--- config.mk ---
export PLATFORM = sky130hd
export DESIGN_NAME = seq_shift_unit
export DESIGN_NICKNAME = d
export VERILOG_FILES = /design/src/rtl/seq_shift_unit.sv
export SDC_FILE = /design/constraint.sdc
export NUM_CORES = 1
export LEC_CHECK = 0
export CELL_PAD_IN_SITES_DETAIL_PLACEMENT = 1
export CELL_PAD_IN_SITES_GLOBAL_PLACEMENT = 1
export CORE_UTILIZATION = 40
export CTS_CLUSTER_DIAMETER = 120
export DETAILED_ROUTE_END_ITERATION = 7
export GPL_TIMING_DRIVEN = 0
export PLACE_DENSITY = 0.88
export SYNTH_ARGS = -nofsm -noshare
export SYNTH_HDL_FRONTEND = slang
export SYNTH_SLANG_ARGS = --single-unit
export TNS_END_PERCENT = 50
--- constraint.sdc ---
create_clock -name clk -period 3.85 [get_ports clk]
set_clock_uncertainty 0.1 [all_clocks]
set_input_delay 0.385 -clock clk [delete_from_list [all_inputs] [get_ports clk]]
set_output_delay 0.385 -clock clk [all_outputs]
set_load 0.02 [all_outputs]
--- src/rtl/seq_shift_unit.sv ---
// seq_shift_unit: multi-cycle shift/rotate unit with a start/done handshake.
// Each clock shifts the working value by up to STEP bit positions.
// Supported ops are shr, shra, shl, ror and rol. Codes 101-111 are illegal.
//
// Ports:
//   clk        rising-edge clock
//   clr        asynchronous active-high reset
//   start      request pulse; accepted only while ready=1
//   op         3'd0 shr, 3'd1 shra, 3'd2 shl, 3'd3 ror, 3'd4 rol
//   in         operand
//   num_shifts shift amount; only [SHAMT_W-1:0] is used (mod WIDTH)
//   out        registered result; held until the next accepted start
//   ready      high in IDLE
//   busy       ~ready
//   done       one-cycle pulse when out becomes valid
//   err        registered; set with done for an illegal op
//
// Parameter rules: WIDTH is a power of two and at least 8.
// SHAMT_W = log2(WIDTH). STEP is a power of two in [1, WIDTH/2].
module seq_shift_unit #(
  parameter int WIDTH   = 32,
  parameter int SHAMT_W = 5,
  parameter int STEP    = 1
) (
  input  logic             clk,
  input  logic             clr,
  input  logic             start,
  input  logic [2:0]       op,
  input  logic [WIDTH-1:0] in,
  input  logic [31:0]      num_shifts,
  output logic [WIDTH-1:0] out,
  output logic             ready,
  output logic             busy,
  output logic             done,
  output logic             err
);

  typedef enum logic [1:0] {IDLE, SHIFT, DONE} state_t;

  localparam logic [SHAMT_W-1:0] STEP_C = SHAMT_W'(STEP);

  state_t             state, state_nxt;
  logic [WIDTH-1:0]   work, work_nxt;
  logic [SHAMT_W-1:0] cnt, cnt_nxt, k, amt;
  logic [2:0]         op_q;
  logic               illegal, short_path;

  // Upper amount bits are dropped on purpose (amount is mod WIDTH).
  logic unused_hi;
  assign unused_hi = ^num_shifts[31:SHAMT_W];

  // k-bit step of the latched op.
  // Rotates use (-k mod WIDTH) for the wrap-around half.
  // k is never 0 here because SHIFT is only entered with cnt > 0.
  function automatic logic [WIDTH-1:0] step_shift(
    input logic [2:0]         o,
    input logic [WIDTH-1:0]   v,
    input logic [SHAMT_W-1:0] sh
  );
    logic [SHAMT_W-1:0] rk;
    rk = SHAMT_W'(0) - sh;
    case (o)
      3'd0:    step_shift = v >> sh;
      3'd1:    step_shift = $unsigned($signed(v) >>> sh);
      3'd2:    step_shift = v << sh;
      3'd3:    step_shift = (v >> sh) | (v << rk);
      3'd4:    step_shift = (v << sh) | (v >> rk);
      default: step_shift = v;
    endcase
  endfunction

  assign amt        = num_shifts[SHAMT_W-1:0];
  assign illegal    = (op > 3'd4);
  assign short_path = (amt == '0) || illegal;
  assign k          = (cnt < STEP_C) ? cnt : STEP_C;
  assign cnt_nxt    = cnt - k;
  assign work_nxt   = step_shift(op_q, work, k);

  always_ff @(posedge clk or posedge clr) begin
    if (clr) state <= IDLE;
    else     state <= state_nxt;
  end

  always_comb begin
    state_nxt = state;
    ready     = 1'b0;
    done      = 1'b0;
    case (state)
      IDLE: begin
        ready = 1'b1;
        if (start) state_nxt = short_path ? DONE : SHIFT;
      end
      SHIFT: if (cnt_nxt == '0) state_nxt = DONE;
      DONE: begin
        done      = 1'b1;
        state_nxt = IDLE;
      end
      default: state_nxt = IDLE;
    endcase
    busy = ~ready;
  end

  always_ff @(posedge clk or posedge clr) begin
    if (clr) begin
      out  <= '0;
      err  <= 1'b0;
      work <= '0;
      cnt  <= '0;
      op_q <= '0;
    end else begin
      case (state)
        IDLE: if (start) begin
          op_q <= op;
          work <= in;
          cnt  <= amt;
          err  <= illegal;
          if (short_path) out <= in;
        end
        SHIFT: begin
          work <= work_nxt;
          cnt  <= cnt_nxt;
          if (cnt_nxt == '0) out <= work_nxt;
        end
        default: ;
      endcase
    end
  end

endmodule

==> flow_summary.toml <==
[run_status]
status = "finished, final reports clean"

[floorplanning]
core_area_mm2 = 0.01475
die_area_mm2 = 0.01583
start_util_pct = 41.56
die_x_um = 125.8
die_h_um = 125.8
io_pins = 106
rows = 44

[clock_tree]
root_buffer = "clkbuf_16"
clk_path_buf_depth = 2
clock_sinks = 75
clkLatencyLatePin_ns = 0.37
numCtsBuffers = 9
cts_tree = "yes"
postCtsHoldBufs = 0
htree_levels = 3
path_clk_slew_ns = 0.07

[timing]
setup_violations = 0
tns_ns = 0
finalCritPeriodShare_pct = 98.58
tightest_slew_ns = 1.145
hold_viol_final = 0
relSlewSlack_pct = 23.52
rsz0062_at_grt = "false"
drv_slew = 0
worst_slack_ns = 0.05469
fmax_ghz = 0.2635
fin_crit_ns = 3.795

[yosys]
yosysTopAreaCell = "dfrtp_1"
ys_seq_area_share_pct = 30.61
synth_cells = 793
synth_compound_gate_area_share_pct = 34.05
avgSynthCellArea_um2 = 7.733
synth_area_leaders = "dfrtp_1 31%, o21ai_0 5.5%, nand2_1 5.1%"
ys_types = 72
async_reset_ff_share_pct = 100.0
synth_top_area_share_pct = 30.61
yosys_warnings = 0
synth-simple-area-share_pct = 18.75
synthAdderAreaFrac_pct = 0.5713
yosys.area_share.xor_xnor_pct = 0.4081
synth_edf_count = 0
yosys-top-cells-count = "83 x nand2_1, 75 x dfrtp_1, 69 x nor2_1"
synth_seq_cells = 75
yosysMostFrequentCell = "nand2_1"
synth_nets = 865
synth_flop_cell = "dfrtp_1"
synth_top_family_by_area = "compound AO/OA/AOI/OAI gates"
muxShareOfSynthArea_pct = 7.713
synthesis.area_mm2 = 0.006132

[placement]
gp_congestion = 1.071
pre_cts_slack_ns = -1.212
dp_hpwl_um = 25180
placed_area_mm2 = 0.007169
io_buffers = 77

[layout]
diodes = 0
nNetsFinal = 956
area.sequential_mm2 = 0.001878
nFillCells = 1810
layout-drive-gt1-share_pct = 10.80
utilization_pct = 51.55
finalInstanceArea_mm2 = 0.007606
syn_to_final_growth_pct = 24.04
multi_input_area_mm2 = 0.003882

[routing]
postRouteAntennaNets = 0
drt-initial-drc-count = 1044
drc = 0
wirelength_um = 34980
vias = 7609
first_pass_iters = 5
viasPerCell = 7.091
wire_per_inst_um = 32.60

[critical_path]
worstPathArrival_ns = 3.95
worstPathCellList = "buf_6, nor4_4, nand2_4, inv_2, buf_6, clkbuf_8, ha_2, buf_4, buf_4, mux2i_1, o2bb2ai_1, a221oi_2, o21ai_1, mux2_2"
cp.depth = 14
critical-path-top-delay-family = "buffers and inverters"
crit_slowest_cell = "a221oi_2"
endpoint_kind = "flip-flop"
crit_required_ns = 4.00
max_stage_delay_ns = 0.41
path_buf_inv = 6
worstSetupStartpointType = "flip-flop"
reg2regPathDepth = 14
critPathKind = "reg2reg"
cp_max_fo = 10

[flow_run]
cap_violations = 0

[grt]
grt_pass1_vias = 7746
antenna_found_initial = 0
grt_pass1_wl_um = 51040
grtUsageTotal_pct = 44.56
grt_max_degree = 50
overflow = 0

[power_and_ir_drop]
seqPwrFrac_pct = 19.3
p_leak_nw = 2.825
pwr-share-comb_pct = 69.9
power_switching_mw = 4.519
p_sw_share_pct = 57.12
p_int_mw = 3.391
ir_worst_vdd_mv = 0.4555
p_clk_share_pct = 10.8
power.density_mw_per_mm2 = 1040

[worst_hold_path]
min_path_type = "in2async"
-- flip-flops by register name (all words and copies together) (netlist names) --
name   count
op_q       3
state      2
work      32
cnt        5
out       32
err        1
-- layout by cell type, fill, tap and decap left out, drive strengths merged, types with 26 or more instances in the layout --
cell type	netlist	routed
nand2	83	83
o21ai	82	82
clkdlybuf4s50	0	77
clkbuf	68	77
dfrtp	75	75
nor2	69	69
a21oi	58	58
buf	30	33
a31oi	31	31
nand3	26	26
-- power by group through the flow --
stage	clock [mW]	combinational, mW	sequential, mW
2_1_floorplan	0	2.87	1.60
3_3_place_gp	0	5.05	1.49
3_5_place_dp	0	5.11	1.51
4_1_cts	0.852	5.21	1.50
5_1_grt	0.873	5.70	1.56
6_report	0.853	5.53	1.53
-- layout make-up --
| type | instances | share of cell area (%) |
|---|---|---|
| clock inverters | 7 | 0.7732 |
| inverters | 18 | 0.9212 |
| well taps | 184 | 3.027 |
| clock buffers | 9 | 2.961 |
| repair buffers | 80 | 10.66 |
| multi-input cells | 602 | 51.04 |
| plain buffers | 98 | 5.922 |
| flip-flops and latches | 75 | 24.69 |
-- path summary, 6_finish.rpt --
path                       slack [ns]    start      end
max in group asynchronous        2.80      clr   cnt[3]
max                              0.05   cnt[1]   out[0]
min                              0.25      clr  out[12]
min reg2reg                      0.38  out[24]  out[24]
max reg2reg                      0.05   cnt[1]   out[0]
min in group clk                 0.38  out[24]  out[24]
-- metrics by stage --
step / std cells / hold slack, ns / total power, mW
6_report: 1073 / 0.2536 / 7.910
5_1_grt: 1073 / 0.2901 / 8.132
4_1_cts: 1072 / 0.2738 / 7.564
3_5_place_dp: 1056 / 0.3753 / 6.626
3_3_place_gp: 1054 / 0.3648 / 6.538
2_1_floorplan: 793 / 0.4018 / 4.468
-- logic make-up (layout without fill, tap and decap cells) --
family,after synthesis,count (layout)
compound gates,314,314
xor+xnor,2,2
fa+ha+maj,3,3
buf+inv,116,212
flops,75,75
mux,37,37
other cells,1,1
simple gates,245,245
-- per-layer routing --
layer	share of wire [%]	vias to the layer above	wire (um)	GRT usage (%)
met5	0	-	0	0
met4	5.7	0	1992	25.58
met3	13	129	4407	14.40
met2	42	636	14810	66.76
met1	39	3693	13770	56.39
li1	-	3151	-	-
-- timing repair --
item | in CTS | in global routing
gates cloned | 0 | 0
pin swaps | 2 | 4
gates resized for setup | 27 | 18
endpoints found under the setup margin | 64 | 50
setup buffers | 0 | 1
Power figures use the tool's default switching activity.
